===== src/rtl/csi_tx_pkg.sv =====
// ----------------------------------------------------------------------------
// csi_tx_pkg
// Shared definitions for the CSI-2 transmit lanes.
//   clk_lane_state_e : clock-lane FSM states
//   PatternToggle    : OSERDES word for a toggling HS clock (8'h55)
//   PatternZero      : OSERDES word for HS-0 (8'h00)
//   dwell_load()     : counter load value that holds a state for N cycles
//                      (N = 0 treated as 1)
// ----------------------------------------------------------------------------
package csi_tx_pkg;

    typedef enum logic [3:0] {
        StStop,
        StHsRqst,
        StHsPrep,
        StHsZero,
        StHsPre,
        StHsClk,
        StHsPost,
        StHsTrail,
        StHsExit
    } clk_lane_state_e;

    localparam logic [7:0] PatternToggle = 8'h55;
    localparam logic [7:0] PatternZero   = 8'h00;

    // The dwell counter expires at zero, so N cycles need a load of N-1.
    function automatic logic [7:0] dwell_load(input int unsigned cycles);
        if (cycles == 0) begin
            return 8'd0;
        end
        return 8'(cycles - 1);
    endfunction

endpackage


===== src/rtl/csi_tx_clk_lane.sv =====
// ----------------------------------------------------------------------------
// csi_tx_clk_lane
// MIPI D-PHY clock-lane sequencer: walks the LP-11 -> LP-01 -> LP-00 -> HS-0
// -> HS clock start sequence and the matching stop sequence, all timed in
// byte_clock cycles.
//
// Ports
//   byte_clock    in   sole clock, rising edge
//   reset_n       in   asynchronous active-low reset
//   enable        in   lane enable; 0 keeps the lane in STOP
//   hs_req        in   data-lane request for a running HS clock
//   hs_clk_ready  out  HS clock running, data lanes may start HS
//   lp_p, lp_n    out  LP driver levels
//   hs_en         out  HS driver output enable
//   hs_pattern    out  OSERDES word (8'h55 toggling, 8'h00 HS-0)
//
// Configuration
//   CSI_TX_CLK_CONTINUOUS_EN : when defined, HS_CLK is left only on enable=0
//   and hs_clk_ready follows the registered hs_req while in HS_CLK.
// ----------------------------------------------------------------------------
module csi_tx_clk_lane
    import csi_tx_pkg::*;
#(
    parameter int unsigned T_LPX       = 4,
    parameter int unsigned T_CLK_PREP  = 3,
    parameter int unsigned T_CLK_ZERO  = 20,
    parameter int unsigned T_CLK_PRE   = 2,
    parameter int unsigned T_CLK_POST  = 8,
    parameter int unsigned T_CLK_TRAIL = 5,
    parameter int unsigned T_HS_EXIT   = 8
) (
    input  logic       byte_clock,
    input  logic       reset_n,
    input  logic       enable,
    input  logic       hs_req,
    output logic       hs_clk_ready,
    output logic       lp_p,
    output logic       lp_n,
    output logic       hs_en,
    output logic [7:0] hs_pattern
);

    // STOP is left on the edge where its age reaches T_LPX-1, giving T_LPX cycles of LP-11.
    localparam logic [7:0] LpxMinAge = dwell_load(T_LPX);

    clk_lane_state_e state_q, state_d;
    logic [7:0]      dwell_q, dwell_d;
    logic [7:0]      stop_age_q, stop_age_d;
    logic            dwell_done;
    logic            clk_exit;
    logic            ready_d;
    logic            lp_p_d, lp_n_d, hs_en_d;
    logic [7:0]      pattern_d;

    assign dwell_done = (dwell_q == 8'd0);

`ifdef CSI_TX_CLK_CONTINUOUS_EN
    assign clk_exit = !enable;
    assign ready_d  = (state_d == StHsClk) && hs_req;
`else
    assign clk_exit = !enable || !hs_req;
    assign ready_d  = (state_d == StHsClk);
`endif

    always_comb begin
        state_d = state_q;
        dwell_d = dwell_done ? 8'd0 : dwell_q - 8'd1;
        unique case (state_q)
            StStop: begin
                dwell_d = 8'd0;
                if (enable && hs_req && (stop_age_q >= LpxMinAge)) begin
                    state_d = StHsRqst;
                    dwell_d = dwell_load(T_LPX);
                end
            end
            StHsRqst: if (dwell_done) begin
                state_d = StHsPrep;
                dwell_d = dwell_load(T_CLK_PREP);
            end
            StHsPrep: if (dwell_done) begin
                state_d = StHsZero;
                dwell_d = dwell_load(T_CLK_ZERO);
            end
            StHsZero: if (dwell_done) begin
                state_d = StHsPre;
                dwell_d = dwell_load(T_CLK_PRE);
            end
            StHsPre: if (dwell_done) begin
                state_d = StHsClk;
                dwell_d = 8'd0;
            end
            StHsClk: begin
                dwell_d = 8'd0;
                if (clk_exit) begin
                    state_d = StHsPost;
                    dwell_d = dwell_load(T_CLK_POST);
                end
            end
            StHsPost: if (dwell_done) begin
                state_d = StHsTrail;
                dwell_d = dwell_load(T_CLK_TRAIL);
            end
            StHsTrail: if (dwell_done) begin
                state_d = StHsExit;
                dwell_d = dwell_load(T_HS_EXIT);
            end
            StHsExit: if (dwell_done) begin
                state_d = StStop;
            end
            default: begin
                state_d = StStop;
                dwell_d = 8'd0;
            end
        endcase

        // Age counts completed STOP cycles; zero on the first STOP cycle.
        if (state_q == StStop) begin
            stop_age_d = (stop_age_q == 8'hff) ? stop_age_q : stop_age_q + 8'd1;
        end else begin
            stop_age_d = 8'd0;
        end
    end

    // Outputs are decoded from the next state so they line up with state_q.
    always_comb begin
        lp_p_d    = 1'b0;
        lp_n_d    = 1'b0;
        hs_en_d   = 1'b0;
        pattern_d = PatternZero;
        unique case (state_d)
            StStop, StHsExit: begin
                lp_p_d = 1'b1;
                lp_n_d = 1'b1;
            end
            StHsRqst: lp_n_d = 1'b1;
            StHsPrep: ;
            StHsZero, StHsTrail: hs_en_d = 1'b1;
            StHsPre, StHsClk, StHsPost: begin
                hs_en_d   = 1'b1;
                pattern_d = PatternToggle;
            end
            default: begin
                lp_p_d = 1'b1;
                lp_n_d = 1'b1;
            end
        endcase
    end

    always_ff @(posedge byte_clock or negedge reset_n) begin
        if (!reset_n) begin
            state_q      <= StStop;
            dwell_q      <= 8'd0;
            stop_age_q   <= 8'd0;
            lp_p         <= 1'b1;
            lp_n         <= 1'b1;
            hs_en        <= 1'b0;
            hs_pattern   <= PatternZero;
            hs_clk_ready <= 1'b0;
        end else begin
            state_q      <= state_d;
            dwell_q      <= dwell_d;
            stop_age_q   <= stop_age_d;
            lp_p         <= lp_p_d;
            lp_n         <= lp_n_d;
            hs_en        <= hs_en_d;
            hs_pattern   <= pattern_d;
            hs_clk_ready <= ready_d;
        end
    end

endmodule

===== config.mk =====
export PLATFORM = sky130hd
export DESIGN_NAME = csi_tx_clk_lane
export DESIGN_NICKNAME = d
export VERILOG_FILES = /design/src/rtl/csi_tx_pkg.sv /design/src/rtl/csi_tx_clk_lane.sv
export SDC_FILE = /design/constraint.sdc
export NUM_CORES = 1
export LEC_CHECK = 0
export BUFFER_PORTS_ARGS = -buffer_cell sky130_fd_sc_hd__buf_4
export CAP_MARGIN = 20
export CELL_PAD_IN_SITES_DETAIL_PLACEMENT = 0
export CELL_PAD_IN_SITES_GLOBAL_PLACEMENT = 2
export CORE_ASPECT_RATIO = 2
export CORE_MARGIN = 2
export CORE_UTILIZATION = 32
export CTS_CLUSTER_SIZE = 8
export DETAILED_ROUTE_END_ITERATION = 12
export PLACE_DENSITY_LB_ADDON = 0.1
export SLEW_MARGIN = 30
export SYNTH_ARGS = -nofsm -noshare
export SYNTH_HDL_FRONTEND = slang
export SYNTH_SLANG_ARGS = --single-unit

===== constraint.sdc =====
create_clock -name byte_clock -period 2 [get_ports byte_clock]
set_clock_uncertainty 0.1 [all_clocks]
set_input_delay 0.3 -clock byte_clock [delete_from_list [all_inputs] [get_ports byte_clock]]
set_output_delay 0.3 -clock byte_clock [all_outputs]
set_load 0.01 [all_outputs]

==> metrics.md <==
| Metric | Value |
|---|---|
| Status | finished clean |
| CP arrival | 2020 ps |
| Mapped cell area | 1420 µm² |
| Post-DRT Antenna Nets | 0 |
| Number of buffers created by CTS | 3 |
| Layout net count | 185 |
| Compound-Gate Fraction of Synth Area | 14.6% |
| Post-Synth Simple-Gate Area | 26.2% |
| DP HPWL | 2600 µm |
| Clk root buf | clkbuf_8 |
| # DRC | 0 |
| Core Area | 4300 µm² |
| Fillers | 438 |
| Slowest cell delay on critical path | 400 ps |
| Worst-path clk slew | 100 ps |
| Setup violators final | 0 |
| Final Non-Filler Cells | 232 |
| Die Footprint | 5020 µm² |
| Worst hold slack | 292 ps |
| Synth unique cells | 45 |
| P_leak | 0.000804 µW |
| Crit path launch type | flip-flop |
| Routed wire per std cell | 14.9 µm |
| Share of layout cells above drive strength 1 | 32.0% |
| Commonest non-fill, non-tap cell in the layout | buf_4 |
| Area Growth Syn to Fin | 25.5% |
| Multiplexer share of the synthesized area | 1.50% |
| Core Rows | 34 |
| Bufs on Longest Clock Path | 2 |
| Xor/xnor share of the synthesized area | 5.55% |
| Hold Crit Class | in -> reg |
| Max_cap viols | 0 |
| Register area share after synthesis | 44.2% |
| Crit path buf inv count | 2 |
| Kind of critical path | reg -> reg |
| PwrDens | 1340 nW/µm² |
| Total GRT Usage | 15.3% |
| Unrepaired setup endpoints after global routing | true |
| Crit-path cells | inv_2 -> ha_4 -> nor4b_4 -> buf_4 -> a21oi_2 -> a311oi_2 -> o22ai_4 -> a21o_2 |
| Crit path max-delay cell type | dfrtp_1 |
| Ant diodes | 0 |
| Commonest non-fill, non-tap cells in the layout | buf_4, dfrtp_1, nor2_1, nand2_1 |
| Async SR Flop Fraction | 100% |
| First-pass GRT wire length | 5670 µm |
| Synth warn | 0 |
| Tmin final | 1940 ps |
| CP max FO | 6 |
| Cells after synthesis | 150 |
| Post-DR vias/cell | 5.01 |
| Number of synthesized flops with an enable pin | 0 |
| Initial antenna violation count | 0 |
| 1st-pass router iterations | 4 |
| CTS tree | yes |
| Vias in the first global route | 1215 |
| Height of the die | 98.3 µm |
| Largest family of logic cells by synthesized area | simple AND/OR/NAND/NOR gates |
| Largest net degree at the start of global routing | 26 |
| Final period util | 96.9% |
| Vias | 1163 |
| Ports | 16 |
| Initial core utilization | 33.1% |
| Total chip power | 2380 µW |
| Predominant post-synthesis flop cell | dfrtp_1 |
| Fraction of the mapped netlist area in adder cells | 1.76% |
| Worst Setup End Kind | flip-flop |
| Global route overflow | 0 |
| Pins Over Slew Limit | 0 |
| DR iter-0 viols | 22 |
| Fmax | 0.516 GHz |
| Average cell area after synthesis | 9.48 µm² |
| Synthesis-stage register bit count | 25 |
| VDD IR max | 568 µV |
| Worst skew pair latency | 280 ps |
| Die width | 51.1 µm |
| Gpl congestion | 0.740 |
| DRT Wirelength | 3460 µm |
| H-tree levels | 1 |
| CP Data Required Time | 2080 ps |
| Placed Instances | 218 |
| Top Family by Delay on Critical Path | compound AO/OA/AOI/OAI gates |
| Fin. Hold Viols | 0 |
| # port buffers | 11 |
| CTS Sinks | 25 |
[power by group]
group | total (µW) | internal, µW | switching (µW) | leakage, µW
clock network | 325 | 146 | 178 | 0.0000261
logic | 1280 | 645 | 636 | 0.000462
registers | 777 | 660 | 117 | 0.000316
total | 2380 | 1450 | 932 | 0.000804
[sequential cells by signal (all words and copies together) (netlist names)]
register	count
hs_pattern	1
hs_clk_ready	1
lp_p	1
lp_n	1
stop_age_q	8
state_q	4
hs_en	1
dwell_q	8
[what timing repair did]
item	in CTS	in global routing
pin swaps	3	4
resized for setup	6	8
setup buffers	4	5
hold buffers	1	0
cloned	0	0
endpoints found under the setup margin	4	7
endpoints found under the hold margin	23	0
[routing by layer]
metal	track usage [%]	wire length (µm)	up-vias	share of wire, %
li1	-	-	573	-
met1	15.4	1200	574	35
met2	29.0	2150	9	62
met3	1.83	35	7	1.0
met4	8.11	78	0	2.3
met5	0	0	-	0
[cells by family (layout without fill, tap and decap cells)]
family,count (synthesis),after routing
DFF,25,25
buffers and inverters,15,40
and+or+nand+nor,67,67
other,1,4
muxes,2,2
adders and majority gates,2,2
xor gates and xnor gates,9,9
AOI/OAI and AO/OA,29,29
[metrics by stage]
step	setup TNS, ps	instance area (µm²)	utilization [%]	worst slack, ps
floorplan	0	1430	-	11.6
global placement	0	1600	37.2	23.6
detailed placement	-81.3	1600	37.2	-50.2
CTS	0	1710	39.8	20.3
global route	-31.1	1780	41.5	-14.2
finish	0	1780	41.5	61.8
[Yosys cell counts (all sizes together) (2+ instances only)]
library cell,instances,share of area [%]
and3b,2,1.2
buf,8,4.0
dfstp,2,3.7
nor2,20,5.3
and2,4,1.8
nor2b,6,2.6
a21oi,8,2.8
ha,2,1.8
xnor2,5,3.1
nor4,2,0.88
nand4,3,1.3
nor3,4,1.8
a21o,3,1.7
xor2,4,2.5
dfrtp,23,40
o22ai,2,0.88
o31ai,3,1.6
clkbuf,4,1.1
inv,3,0.79
and3,2,0.88
o21ai,4,1.4
nand2,14,4.2
a311oi,2,1.2
nand3,4,1.4
or4,2,1.3
[path summary, 6_finish.rpt]
path	from	to	slack, ps	cells after the start
worst max register to register	dwell_q[0]$_DFF_PN0_	hs_en$_DFF_PN0_	60	8
worst min register to register	dwell_q[7]$_DFF_PN0_	dwell_q[7]$_DFF_PN0_	490	2
max in group asynchronous	reset_n	lp_n$_DFF_PN1_	1150	2
min in group asynchronous	reset_n	dwell_q[7]$_DFF_PN0_	350	2
worst max-delay path	dwell_q[0]$_DFF_PN0_	hs_en$_DFF_PN0_	60	8
worst min-delay path	hs_req	dwell_q[1]$_DFF_PN0_	290	4
[layout make-up]
cell class	instances	area, µm²	share of cell area (%)
repair buffers	33	254	14.2
well taps	54	67.6	3.79
clock inverters	1	8.76	0.491
multi-input cells	113	773	43.3
inverters	3	11.3	0.631
clock buffers	3	41.3	2.31
flip-flops and latches	25	628	35.2
[worst reg2reg max path, stage by stage (launching register included)]
cell,delay [ps]
dfrtp_1,400
inv_2,80
ha_4,130
nor4b_4,250
buf_4,170
a21oi_2,50
a311oi_2,280
o22ai_4,160
a21o_2,210
No activity file was read; power rests on OpenSTA's default activity.
